===== config.mk =====
export PLATFORM = sky130hd
export DESIGN_NAME = udp_perf_pkt_gen
export DESIGN_NICKNAME = d
export VERILOG_FILES = /design/src/rtl/udp_perf_pkt_gen.sv
export SDC_FILE = /design/constraint.sdc
export NUM_CORES = 1
export LEC_CHECK = 0
export BUFFER_PORTS_ARGS = -buffer_cell sky130_fd_sc_hd__buf_2
export CORE_AREA = 5 5 285 287
export DETAILED_ROUTE_END_ITERATION = 10
export DIE_AREA = 0 0 290 292
export HOLD_SLACK_MARGIN = 0.03
export SYNTH_ARGS = -nofsm -noshare
export SYNTH_HDL_FRONTEND = slang
export SYNTH_SLANG_ARGS = --single-unit

===== constraint.sdc =====
create_clock -name CLK -period 14.4 [get_ports CLK]
set_clock_uncertainty 0.05 [all_clocks]
set_input_delay 4.32 -clock CLK [delete_from_list [all_inputs] [get_ports CLK]]
set_output_delay 4.32 -clock CLK [all_outputs]
set_load 0.01 [all_outputs]

===== src/rtl/udp_perf_pkt_gen.sv =====
// Transmit-side perf traffic generator: emits pkt_num packets of pkt_size bytes on AXI-Stream.
// Optional inter-packet idle gap is built when UDP_PERF_PKT_GAP_EN is defined.
module udp_perf_pkt_gen #(
   parameter int DATA_WIDTH = 512,
   parameter int GAP_CYCLES = 1
) (
   input  logic                    CLK,
   input  logic                    RST_N,
   input  logic                    start,
   input  logic [31:0]             pkt_size,
   input  logic [31:0]             pkt_num,
   output logic                    tx_axis_tvalid,
   input  logic                    tx_axis_tready,
   output logic [DATA_WIDTH-1:0]   tx_axis_tdata,
   output logic [DATA_WIDTH/8-1:0] tx_axis_tkeep,
   output logic                    tx_axis_tlast,
   output logic                    tx_axis_tuser,
   output logic                    send_pkt_enable,
   output logic                    send_done,
   output logic [31:0]             perf_cycle_counter,
   output logic [31:0]             total_beat_counter,
   output logic [31:0]             total_pkt_counter
);

   localparam int KEEP_W = DATA_WIDTH / 8;
   localparam int OFF_W  = $clog2(KEEP_W);

   if (GAP_CYCLES < 0 || (DATA_WIDTH % 32) != 0) begin : g_bad_cfg
      $error("udp_perf_pkt_gen: unsupported GAP_CYCLES or DATA_WIDTH");
   end

   typedef enum logic [1:0] {
      ST_IDLE = 2'd0,
      ST_SEND = 2'd1,
`ifdef UDP_PERF_PKT_GAP_EN
      ST_GAP  = 2'd2,
`endif
      ST_DONE = 2'd3
   } state_t;

   state_t            state_q, state_d;
   logic [31:0]       pkt_num_q;
   logic [31:0]       beats_q;
   logic [OFF_W-1:0]  rem_q;
   logic [31:0]       beat_idx;
   logic [31:0]       pkt_idx;
`ifdef UDP_PERF_PKT_GAP_EN
   logic [31:0]       gap_cnt;
`endif

   logic              start_ok;
   logic              can_start;
   logic              handshake;
   logic              last_beat;
   logic              final_pkt;
   logic              in_send;
   logic [31:0]       beats_d;
   logic [31:0]       lane_word;

   // ceil(pkt_size / KEEP_W) without a wide adder; same result as the 33-bit (size+KEEP_W-1)>>OFF_W.
   assign beats_d   = 32'(pkt_size[31:OFF_W]) + 32'(|pkt_size[OFF_W-1:0]);

   assign start_ok  = start && (pkt_size != 32'd0) && (pkt_num != 32'd0);
   assign can_start = (state_q == ST_IDLE) || (state_q == ST_DONE);
   assign handshake = tx_axis_tvalid && tx_axis_tready;
   assign last_beat = (beat_idx == beats_q - 32'd1);
   assign final_pkt = (pkt_idx == pkt_num_q - 32'd1);

`ifdef UDP_PERF_PKT_GAP_EN
   assign in_send   = (state_q == ST_SEND) || (state_q == ST_GAP);
`else
   assign in_send   = (state_q == ST_SEND);
`endif

   // State register
   always_ff @(posedge CLK or negedge RST_N) begin
      if (!RST_N) begin
         state_q <= ST_IDLE;
      end else begin
         // NOTE: sequential state uses non-blocking assignments so every register samples pre-edge values.
         state_q <= state_d;
      end
   end

   // Next-state logic
   always_comb begin
      // NOTE: default assigned first so no path through the case leaves state_d unassigned (no latch).
      state_d = state_q;
      case (state_q)
         ST_IDLE, ST_DONE: begin
            if (start_ok) state_d = ST_SEND;
         end
         ST_SEND: begin
            if (handshake && last_beat) begin
               if (final_pkt) begin
                  state_d = ST_DONE;
               end else begin
`ifdef UDP_PERF_PKT_GAP_EN
                  state_d = (GAP_CYCLES > 0) ? ST_GAP : ST_SEND;
`else
                  state_d = ST_SEND;
`endif
               end
            end
         end
`ifdef UDP_PERF_PKT_GAP_EN
         ST_GAP: begin
            if (gap_cnt == 32'(GAP_CYCLES - 1)) state_d = ST_SEND;
         end
`endif
         default: state_d = ST_IDLE;
      endcase
   end

   // Packet/beat indices and latched configuration
   always_ff @(posedge CLK or negedge RST_N) begin
      if (!RST_N) begin
         pkt_num_q <= '0;
         beats_q   <= '0;
         rem_q     <= '0;
         beat_idx  <= '0;
         pkt_idx   <= '0;
      end else if (can_start && start_ok) begin
         pkt_num_q <= pkt_num;
         beats_q   <= beats_d;
         rem_q     <= pkt_size[OFF_W-1:0];
         beat_idx  <= '0;
         pkt_idx   <= '0;
      end else if (handshake) begin
         if (last_beat) begin
            beat_idx <= '0;
            pkt_idx  <= pkt_idx + 32'd1;
         end else begin
            beat_idx <= beat_idx + 32'd1;
         end
      end
   end

`ifdef UDP_PERF_PKT_GAP_EN
   always_ff @(posedge CLK or negedge RST_N) begin
      if (!RST_N) begin
         gap_cnt <= '0;
      end else if (state_q == ST_GAP) begin
         gap_cnt <= gap_cnt + 32'd1;
      end else begin
         gap_cnt <= '0;
      end
   end
`endif

   // Saturating performance counters, cleared by an accepted start
   always_ff @(posedge CLK or negedge RST_N) begin
      if (!RST_N) begin
         perf_cycle_counter <= '0;
         total_beat_counter <= '0;
         total_pkt_counter  <= '0;
      end else if (can_start && start_ok) begin
         perf_cycle_counter <= '0;
         total_beat_counter <= '0;
         total_pkt_counter  <= '0;
      end else begin
         if (in_send && perf_cycle_counter != '1)
            perf_cycle_counter <= perf_cycle_counter + 32'd1;
         if (handshake && total_beat_counter != '1)
            total_beat_counter <= total_beat_counter + 32'd1;
         if (handshake && last_beat && total_pkt_counter != '1)
            total_pkt_counter <= total_pkt_counter + 32'd1;
      end
   end

   // Beat payload is a pure function of registered indices, so it holds through stalls.
   assign tx_axis_tvalid  = (state_q == ST_SEND);
   assign tx_axis_tlast   = tx_axis_tvalid && last_beat;
   assign tx_axis_tuser   = 1'b0;
   assign send_pkt_enable = in_send;
   assign send_done       = (state_q == ST_DONE);
   assign lane_word       = {pkt_idx[15:0], beat_idx[15:0]};

   always_comb begin
      tx_axis_tkeep = '0;
      tx_axis_tdata = '0;
      for (int i = 0; i < KEEP_W; i++) begin
         if (tx_axis_tvalid) begin
            if (!tx_axis_tlast || rem_q == '0)
               tx_axis_tkeep[i] = 1'b1;
            else
               tx_axis_tkeep[i] = (i < int'(rem_q));
         end
         if (tx_axis_tkeep[i])
            tx_axis_tdata[8*i +: 8] = lane_word[8*(i%4) +: 8];
      end
   end

endmodule


-- Word level (Yosys, flattened, before mapping)
Cells that the tools add are included.
- $add $sub $neg: 8
- multiplexer cells: 208
- shift-type cells: 0
- reduce and logical (&&, ||, !) cells: 25
- equal/unequal tests: 9
- bitwise gates (word level): 0
- multipliers: 0
- order comparisons: 63
- div/mod/pow operators: 0
- operator list (operator ; count):
    8-bit two-way mux ; 64
    32-bit two-way mux ; 12
    6-bit < comparator (first input constant) ; 31
    32-bit by 1-bit adder with 32-bit output (second input constant) ; 5
    1-bit two-way mux ; 128
    5-bit by 6-bit < comparator with 1-bit output (first input constant) ; 16
    32-bit inequality test (second input constant) ; 3
    32-bit equality test ; 2
    32-bit nonzero test ; 2
    32-bit by 1-bit subtractor with 32-bit output (second input constant) ; 2
    4-bit by 6-bit < comparator with 1-bit output (first input constant) ; 8
    26-bit by 1-bit adder with 27-bit output ; 1
    3-bit by 6-bit < comparator with 1-bit output (first input constant) ; 4
    1-bit by 6-bit < comparator with 1-bit output (first input constant) ; 2
    2-bit by 6-bit < comparator with 1-bit output (first input constant) ; 2
    2-bit nonzero test ; 5
    1-bit logical AND ; 9
    6-bit logical NOT ; 1
    2-bit two-way mux ; 3
    6-bit OR reduction ; 1
    2-bit one-hot mux with 2 select lines ; 1
    2-bit AND reduction ; 2
    2-bit by 1-bit equality test with 1-bit output (second input constant) ; 1
    2-bit equality test (second input constant) ; 1
    6 further kinds ; 7
- latch bits: 0
- input port bits: 68
- memory bits (writable): 0
- memory bits (read-only): 0
- output and inout port bits: 677
- register bits: 232
- word-level logic and storage cells: 322
- memories kept: 0

-- Depth between registers and ports, before layout
Gate-level depths: netlist of run 1.
- depth in word-level cells: 8
- mapped depth: 13

-- Worst setup path after synthesis of run 1
OpenSTA, ideal clock, no wires.
- kind: register to output
- start point: register beats_q[0]
- end point: output port tx_axis_tdata[191]
- stages on the path, launching flop included: 13
- data arrival time: 3201 ps
- setup slack: 6829 ps
- data required time: 10030 ps
- cells stage by stage: dfrtp_1 -> inv_1 -> ha_1 -> nor2b_1 -> nand4_2 -> nor4_1 -> o22ai_1 -> nor4_4 -> nand4b_1 -> buf_6 -> buf_6 -> nor4b_4 -> nor2_2
- longest elaborated chain between the ends: 8
- ends and longest elaborated chain (item ; line ; text):
    from (decl) ; 43 ; logic [31:0] beats_q;
    from (signal assigned) ; 125 ; beats_q <= beats_d;
    32-bit by 1-bit subtractor with 32-bit output ; 66 ; assign last_beat = (beat_idx == beats_q - 32'd1);
    32-bit equality test ; 66 ;
    1-bit logical AND ; 173 ; assign tx_axis_tlast = tx_axis_tvalid && last_beat;
    1-bit logical NOT ; 184 ; if (!tx_axis_tlast || rem_q == '0)
    1-bit logical OR ; 184 ;
    1-bit two-way mux ; 184 ;
    1-bit two-way mux ; 183 ; if (tx_axis_tvalid) begin
    8-bit two-way mux ; 189 ; if (tx_axis_tkeep[i])
    to (decl) ; 14 ; output logic [DATA_WIDTH-1:0] tx_axis_tdata,
Every way passes these cells.

-- Worst setup path in the final report of run 1
- start point: register beats_q[2]
- end point: output port tx_axis_tdata[30]
Same word-level chain as after synthesis.

==> impl_metrics.prom, run 1 <==
# TYPE chip_impl_metric gauge
chip_impl_metric{name="crit_path_max_incr_delay",unit="ns"} 0.74
chip_impl_metric{name="post-route-period-util",unit="%"} 68.6
chip_impl_metric{name="worst_ir_drop_vdd",unit="mV"} 0.0862
chip_impl_metric{name="detail_route.iter0.violations",unit=""} 2511
chip_impl_metric{name="cts-htree-levels",unit=""} 1
chip_impl_metric{name="setup_viol",unit=""} 0
chip_impl_metric{name="synth_top_cell_area_share",unit="%"} 29.5
chip_impl_info{name="hold_class",value="flop to flop"} 1
chip_impl_metric{name="hold_buffers",unit=""} 0
chip_impl_metric{name="post-route-util",unit="%"} 31.6
chip_impl_metric{name="post_place_setup_slack",unit="ns"} 5.14
chip_impl_metric{name="worstMarginPinSlew",unit="ns"} 1.31
chip_impl_metric{name="sequential_to_total_area_share_from_yosys_stat",unit="%"} 29.5
chip_impl_info{name="timing.critical_path.to",value="tx_axis_tdata[30]"} 1
chip_impl_metric{name="post_route_cells_drive_above_1_share",unit="%"} 27.3
chip_impl_metric{name="gpl.final_weighted_congestion",unit=""} 0.984
chip_impl_info{name="synth_flop_cell",value="dfrtp_1"} 1
chip_impl_metric{name="dr.pass1.iters",unit=""} 6
chip_impl_metric{name="synth_area",unit="µm²"} 19300
chip_impl_metric{name="ff2ff_setup_slack",unit="ns"} 9.78
chip_impl_metric{name="arrival",unit="ns"} 5.51
chip_impl_metric{name="synthesis.nets",unit=""} 2807
chip_impl_metric{name="gr-total-overflow",unit=""} 0
chip_impl_metric{name="postSynthAreaPerCell",unit="µm²"} 7.07
chip_impl_metric{name="fmax_achieved",unit="MHz"} 101
chip_impl_metric{name="clock-sinks",unit=""} 227
chip_impl_metric{name="postCtsSetupBuffers",unit=""} 0
chip_impl_info{name="path_cells",value="nor3_2, and4_1, mux2_2, o21ai_0, nor2_1, nand3_2, nor2_4, buf_12, buf_4, a31oi_1, buf_2"} 1
chip_impl_info{name="rr_startpoint",value="beats_q[2]"} 1
chip_impl_metric{name="synth-edff-count",unit=""} 0
chip_impl_metric{name="timing.max_slew.rel_slack",unit="%"} 12.0
chip_impl_info{name="cts_tree",value="done"} 1
chip_impl_info{name="synth_largest_area_cell",value="dfrtp_1"} 1
chip_impl_metric{name="cp_max_fo",unit=""} 183
chip_impl_metric{name="number_of_global_route_vias_before_repair",unit=""} 22200
chip_impl_metric{name="power.leakage",unit="nW"} 12.0
chip_impl_info{name="worst-setup-path-type",value="flop to primary output"} 1
chip_impl_metric{name="post_synth_inst_count",unit=""} 2727
chip_impl_metric{name="drt.antenna.violating_nets",unit=""} 0
chip_impl_metric{name="number_of_antenna_violations_at_the_first_check_in_global_routing",unit=""} 11
chip_impl_metric{name="postLayoutSetupSlackWorst",unit="ns"} 4.52
chip_impl_metric{name="wl_per_cell",unit="µm"} 24.9
chip_impl_metric{name="fp.dieArea",unit="µm²"} 84700
chip_impl_metric{name="final_hold_viol_count",unit=""} 0
chip_impl_metric{name="layout-area-overhead-vs-synth",unit="%"} 28.5
chip_impl_metric{name="cts-buffers-inserted",unit=""} 26
chip_impl_metric{name="post-route-min-period",unit="ns"} 9.88
chip_impl_metric{name="avgViaCountPerCell",unit=""} 5.43
chip_impl_metric{name="finish.net_count",unit=""} 3409
chip_impl_metric{name="num_antenna_cells",unit=""} 0
chip_impl_metric{name="drv_slew",unit=""} 0
chip_impl_metric{name="total_negative_setup_slack",unit="ns"} 0
chip_impl_metric{name="maximum_number_of_pins_on_one_net_before_global_route_repair",unit=""} 184
chip_impl_metric{name="design.portCount",unit=""} 745
chip_impl_metric{name="max-cap-violations",unit=""} 0
chip_impl_metric{name="yosysWarnings",unit=""} 0
chip_impl_metric{name="worst-r2r-cell-count",unit=""} 10
chip_impl_metric{name="dieWidth",unit="µm"} 290
chip_impl_metric{name="power_density",unit="nW/µm²"} 116
chip_impl_metric{name="placedCellCount",unit=""} 4351
chip_impl_metric{name="cp.required",unit="ns"} 10.03
chip_impl_metric{name="die_y",unit="µm"} 292
chip_impl_metric{name="count_of_buffers_from_port_buffering",unit=""} 743
chip_impl_metric{name="initial_utilization",unit="%"} 24.6
chip_impl_metric{name="globalRouteTotalUtil",unit="%"} 24.0
chip_impl_metric{name="async_reset_ff_share",unit="%"} 100
chip_impl_metric{name="global_route_wire_length_before_repair",unit="mm"} 156
chip_impl_metric{name="drcViolationCount",unit=""} 0
chip_impl_metric{name="layout.cells.non_filler",unit=""} 4398
chip_impl_info{name="rsz_0062_raised_after_global_routing",value="false"} 1
chip_impl_metric{name="cts_max_path_buffers",unit=""} 3
chip_impl_info{name="result_of_the_run",value="completed"} 1
chip_impl_info{name="cp-end-kind",value="primary output"} 1
chip_impl_metric{name="clk_transition_reported_paths",unit="ns"} 0.06
chip_impl_metric{name="row_count",unit=""} 103
chip_impl_metric{name="fp.coreArea",unit="µm²"} 78400
chip_impl_info{name="cts.root.buffer_cell",value="clkbuf_16"} 1
chip_impl_metric{name="via_count",unit=""} 23900
chip_impl_metric{name="synth_seq_cells",unit=""} 227
chip_impl_metric{name="routed_wirelength",unit="mm"} 110
chip_impl_info{name="timing.critical_path.slowest_stage_cell",value="nor2_4"} 1
chip_impl_info{name="r2r-end",value="pkt_idx[22]"} 1
chip_impl_info{name="timing.critical_path.from_type",value="flop"} 1
chip_impl_metric{name="cts.repair.resized",unit=""} 0
chip_impl_metric{name="yosys.cell_types.count",unit=""} 78
chip_impl_info{name="yosys-top-cells-area",value="dfrtp_1, nand2_1, nor2_1"} 1
chip_impl_metric{name="detailedPlacementHpwl",unit="mm"} 82.9
chip_impl_info{name="setup.worst_path.start",value="beats_q[2]"} 1
chip_impl_metric{name="clock_insertion_delay_worst_skew",unit="ns"} 0.55
## power breakdown
| group | switching, mW | internal, mW | total [mW] |
|---|---|---|---|
| combinational | 0.861 | 0.405 | 1.27 |
| clock | 0.289 | 0.417 | 0.705 |
| sequential | 0.181 | 0.730 | 0.911 |
| total | 1.33 | 1.55 | 2.88 |
## cells in the final DEF, fill, tap and decap left out, drive strengths merged, types with 12 or more instances in the layout
master	instances
a21oi	185
and2	87
and3	60
and4	28
buf	800
clkbuf	37
dfrtp	227
ha	12
inv	45
mux2i	12
nand2	464
nand2b	14
nand3	96
nand4	59
nor2	371
nor2b	16
nor3	62
nor4	70
o21a	13
o21ai	264
o22ai	13
o31ai	35
or3	26
or4	47
xnor2	69
xor2	83
## flip-flops by register name (all words and copies together) (netlist names)
name / cells
beat_idx: 32
perf_cycle_counter: 32
pkt_idx: 32
pkt_num_q: 32
total_beat_counter: 32
total_pkt_counter: 32
beats_q: 27
rem_q: 6
state_q: 2
## metrics by stage
stage | hold slack, ns | area [µm²] | power (mW)
floorplan | 0.416 | 19300 | 1.60
global placement | 0.472 | 23900 | 2.15
detailed placement | 0.482 | 23900 | 2.16
CTS | 0.504 | 24800 | 2.87
global route | 0.523 | 24800 | 3.03
finish | 0.494 | 24800 | 2.88
## worst max-delay path, delay by kind of cell (launching register included)
| family | cells | cell delay, ns |
|---|---|---|
| simple gates | 5 | 2.72 |
| buf+inv | 3 | 1.04 |
| flops | 1 | 0.43 |
| compound gates | 2 | 0.25 |
| mux | 1 | 0.20 |
## Yosys cell counts, types with 35 or more instances
master    instances
or4_1            47
a21oi_1         185
nor4_1           58
xnor2_1          69
dfrtp_1         227
nand4_1          58
nor3_1           50
nor2_1          360
clkbuf_1        182
o31ai_1          35
nand2_1         464
o21ai_0         262
xor2_1           83
inv_1            45
and3_1           60
and2_1           86
nand3_1          95
## how the worst min path moves through the flow
| stage | cells past startpoint | slack (ns) | startpoint | end |
|---|---|---|---|---|
| finish | 2 | 0.49 | pkt_num_q[29] | pkt_num_q[29] |
| detailed placement | 2 | 0.48 | pkt_num_q[31] | pkt_num_q[31] |
| floorplan | 2 | 0.42 | pkt_num_q[31] | pkt_num_q[31] |
| global route | 2 | 0.52 | pkt_num_q[29] | pkt_num_q[29] |
| global placement | 2 | 0.47 | pkt_num_q[30] | pkt_num_q[30] |
| CTS | 2 | 0.50 | pkt_num_q[31] | pkt_num_q[31] |
## logic make-up (layout without fill, tap and decap cells)
| logic type | Yosys count | in the layout | share of synthesized area (%) |
|---|---|---|---|
| AO/OA/AOI/OAI | 611 | 611 | 18.9 |
| XOR/XNOR | 153 | 153 | 7.03 |
| adder cells (fa/ha/maj) | 12 | 12 | 0.779 |
| buffers and inverters | 271 | 892 | 5.71 |
| flip-flops | 227 | 227 | 29.5 |
| multiplexers | 14 | 14 | 0.740 |
| other | 1 | 1 | 0.0195 |
| AND/OR/NAND/NOR | 1438 | 1438 | 37.3 |
## layout make-up
class / instances / area [µm²]
Clock buffer: 37 / 712
Clock inverter: 10 / 168
Fill cell: 8623 / 53600
Inverter: 45 / 169
Multi-Input combinational cell: 2229 / 12500
Sequential cell: 227 / 5680
Tap cell: 1050 / 1310
Timing Repair Buffer: 800 / 4170
## routing by layer
| layer | track usage [%] | share of wire, % | vias to the layer above |
|---|---|---|---|
| met4 | 11.0 | 5.5 | 0 |
| met5 | 0 | 0 | - |
| met2 | 38.0 | 44 | 1381 |
| met3 | 6.32 | 10 | 255 |
| li1 | - | - | 10800 |
| met1 | 30.8 | 40 | 11500 |
Note: power is estimated with default switching activity, not from simulation.
==> run 2, diff against run 1 <==
==> constraint.sdc (replaced) <==
create_clock -name CLK -period 9.1 [get_ports CLK]
set_clock_uncertainty 0.05 [all_clocks]
set_input_delay 2.73 -clock CLK [delete_from_list [all_inputs] [get_ports CLK]]
set_output_delay 2.73 -clock CLK [all_outputs]
set_load 0.01 [all_outputs]
==> run 2 against run 1 <==
Compared with the run above:
- utilization is essentially flat
- sequential share of layout area is essentially flat
- count of clock-buffer cells in the layout is 3 lower
- register-to-register slack worse by 5.7 ns
- flip-flop and latch count stayed put
- combinational power rose by 60%
- global-route usage down 0.15 points
- largest cell class unchanged
- non-clock buffer count rose by 1
- hold slack got worse by 0.019 ns
- die area unchanged
- first-iteration DRC count decreased by 8.8%
==> impl_metrics.prom, run 2 (synthesis results as in run 1) <==
# TYPE chip_impl_metric gauge
chip_impl_metric{name="fp.dieArea",unit="µm²"} 84700
chip_impl_metric{name="clk_transition_reported_paths",unit="ns"} 0.06
chip_impl_metric{name="arrival",unit="ns"} 5.22
chip_impl_info{name="result_of_the_run",value="completed"} 1
chip_impl_metric{name="design.portCount",unit=""} 745
chip_impl_metric{name="wl_per_cell",unit="µm"} 24.7
chip_impl_metric{name="drv_slew",unit=""} 0
chip_impl_metric{name="clock-sinks",unit=""} 227
chip_impl_metric{name="worstMarginPinSlew",unit="ns"} 1.40
chip_impl_metric{name="count_of_buffers_from_port_buffering",unit=""} 743
chip_impl_info{name="hold_class",value="flop to flop"} 1
chip_impl_metric{name="detailedPlacementHpwl",unit="mm"} 82.7
chip_impl_metric{name="cts-htree-levels",unit=""} 1
chip_impl_info{name="cts_tree",value="done"} 1
chip_impl_metric{name="total_negative_setup_slack",unit="ns"} 0
chip_impl_info{name="timing.critical_path.from_type",value="flop"} 1
chip_impl_metric{name="drt.antenna.violating_nets",unit=""} 0
chip_impl_info{name="final_common_cell",value="buf_2"} 1
chip_impl_info{name="setup.worst_path.start",value="beats_q[2]"} 1
chip_impl_info{name="cts.root.buffer_cell",value="clkbuf_16"} 1
chip_impl_metric{name="number_of_antenna_violations_at_the_first_check_in_global_routing",unit=""} 7
chip_impl_metric{name="clock_insertion_delay_worst_skew",unit="ns"} 0.56
chip_impl_metric{name="ff2ff_setup_slack",unit="ns"} 4.06
chip_impl_metric{name="gpl.final_weighted_congestion",unit=""} 0.932
chip_impl_metric{name="final_design_area_no_fill",unit="µm²"} 24800
chip_impl_metric{name="cp_max_fo",unit=""} 15
chip_impl_metric{name="gr-total-overflow",unit=""} 0
chip_impl_metric{name="via_count",unit=""} 23800
chip_impl_metric{name="maximum_number_of_pins_on_one_net_before_global_route_repair",unit=""} 148
chip_impl_metric{name="routed_wirelength",unit="mm"} 109
chip_impl_metric{name="switching_share",unit="%"} 46.7
chip_impl_metric{name="dieWidth",unit="µm"} 290
chip_impl_info{name="r2r-end",value="total_pkt_counter[11]"} 1
chip_impl_metric{name="timing.hold.ws",unit="ns"} 0.475
chip_impl_metric{name="p_total",unit="mW"} 4.55
chip_impl_metric{name="cts-buffers-inserted",unit=""} 27
chip_impl_info{name="timing.critical_path.to",value="tx_axis_tdata[309]"} 1
chip_impl_metric{name="pwr-share-seq",unit="%"} 31.3
chip_impl_metric{name="post-route-period-util",unit="%"} 87.9
chip_impl_metric{name="worst_ir_drop_vdd",unit="mV"} 0.129
chip_impl_metric{name="post-route-min-period",unit="ns"} 8.00
chip_impl_metric{name="avgViaCountPerCell",unit=""} 5.39
chip_impl_metric{name="setup_viol",unit=""} 0
chip_impl_metric{name="die_y",unit="µm"} 292
chip_impl_metric{name="initial_utilization",unit="%"} 24.6
chip_impl_metric{name="dr.pass1.iters",unit=""} 7
chip_impl_metric{name="row_count",unit=""} 103
chip_impl_metric{name="drcViolationCount",unit=""} 0
chip_impl_metric{name="globalRouteTotalUtil",unit="%"} 23.9
chip_impl_metric{name="max-cap-violations",unit=""} 0
chip_impl_info{name="rsz_0062_raised_after_global_routing",value="false"} 1
chip_impl_metric{name="final_hold_viol_count",unit=""} 0
chip_impl_metric{name="placed_cell_area",unit="µm²"} 23900
chip_impl_metric{name="post_route_cells_drive_above_1_share",unit="%"} 27.4
chip_impl_metric{name="global_route_wire_length_before_repair",unit="mm"} 155
chip_impl_info{name="worst-setup-path-type",value="flop to primary output"} 1
chip_impl_metric{name="power_switching",unit="mW"} 2.12
chip_impl_metric{name="fmax_achieved",unit="MHz"} 125
chip_impl_metric{name="fp.coreArea",unit="µm²"} 78400
chip_impl_metric{name="power.internal",unit="mW"} 2.42
chip_impl_metric{name="hold_buffers",unit=""} 0
chip_impl_metric{name="cts_max_path_buffers",unit=""} 3
chip_impl_metric{name="clkPwrFrac",unit="%"} 24.0
chip_impl_metric{name="cts.repair.resized",unit=""} 0
chip_impl_metric{name="power.leakage",unit="nW"} 12.0
chip_impl_metric{name="cp.required",unit="ns"} 6.32
chip_impl_metric{name="worst-r2r-cell-count",unit=""} 10
chip_impl_metric{name="power_density",unit="nW/µm²"} 183
chip_impl_metric{name="number_of_global_route_vias_before_repair",unit=""} 22300
chip_impl_metric{name="timing.max_slew.rel_slack",unit="%"} 5.97
chip_impl_metric{name="postCtsSetupBuffers",unit=""} 0
chip_impl_info{name="mostFrequentLayoutCells",value="buf_2, nand2_1, nor2_1, o21ai_0, dfrtp_1"} 1
chip_impl_info{name="rr_startpoint",value="beats_q[2]"} 1
chip_impl_metric{name="detail_route.iter0.violations",unit=""} 2291
chip_impl_info{name="cp-end-kind",value="primary output"} 1
chip_impl_metric{name="comb_power_share",unit="%"} 44.7
chip_impl_metric{name="post-route-util",unit="%"} 31.6
chip_impl_metric{name="finish.net_count",unit=""} 3411
chip_impl_metric{name="layout-area-overhead-vs-synth",unit="%"} 28.6
==> run 2: changes by cell type in the layout (fill, tap and decap cells not counted), sizes merged, moves of 2 or more <==
cell,previous run,this run
clkbuf,37,34
clkinv,5,8
clkinvlp,1,4
diode,0,3
bufinv,4,2
inv,45,47
==> run 2: critical path, cell delays in order (launching register included) <==
cell	delay, ns
dfrtp_1	0.43
nor3_2	0.74
nand4_2	0.42
or4_1	0.61
a32oi_1	0.30
and4bb_1	0.34
and4b_1	0.79
a21oi_1	0.56
and2_1	0.34
buf_2	0.14
==> run 2: final cells by class <==
type / count / area, µm²
clock inverters: 16 / 155
clock buffers: 34 / 722
flip-flops and latches: 227 / 5680
repair buffers: 801 / 4190
well taps: 1050 / 1310
fillers: 8580 / 53600
inverters: 45 / 169
diodes: 3 / 7.51
multi-input cells: 2229 / 12500
==> run 2: stage by stage <==
| stage | std cells | setup WS, ns |
|---|---|---|
| CTS | 4402 | 1.16 |
| floorplan | 2727 | 3.12 |
| finish | 4405 | 1.10 |
| global placement | 4352 | 1.87 |
| global route | 4402 | 0.798 |
| detailed placement | 4352 | 1.76 |
==> run 2: how the worst min path moves through the flow <==
stage | slack, ns | end | cells past startpoint | startpoint
final | 0.47 | pkt_num_q[31] | 2 | pkt_num_q[31]
after detailed placement | 0.46 | pkt_num_q[31] | 2 | pkt_num_q[31]
after global placement | 0.46 | pkt_num_q[31] | 2 | pkt_num_q[31]
after floorplan | 0.42 | pkt_num_q[31] | 2 | pkt_num_q[31]
after CTS | 0.48 | pkt_num_q[31] | 2 | pkt_num_q[31]
after global routing | 0.50 | pkt_num_q[22] | 2 | pkt_num_q[22]
==> run 2: layer usage <==
layer / track usage, % / routed length (µm)
met1: 30.2 / 43800
met2: 38.5 / 49000
met3: 6.60 / 10800
met4: 10.2 / 5410
met5: 0 / 0
==> run 2: power groups by stage <==
stage	Clock, mW	Sequential, mW	Combinational [mW]
4_1_cts	1.12	1.41	2.01
6_report	1.09	1.42	2.03
5_1_grt	1.16	1.44	2.18
2_1_floorplan	0	1.35	1.18
3_3_place_gp	0	1.43	1.99
3_5_place_dp	0	1.43	2.00
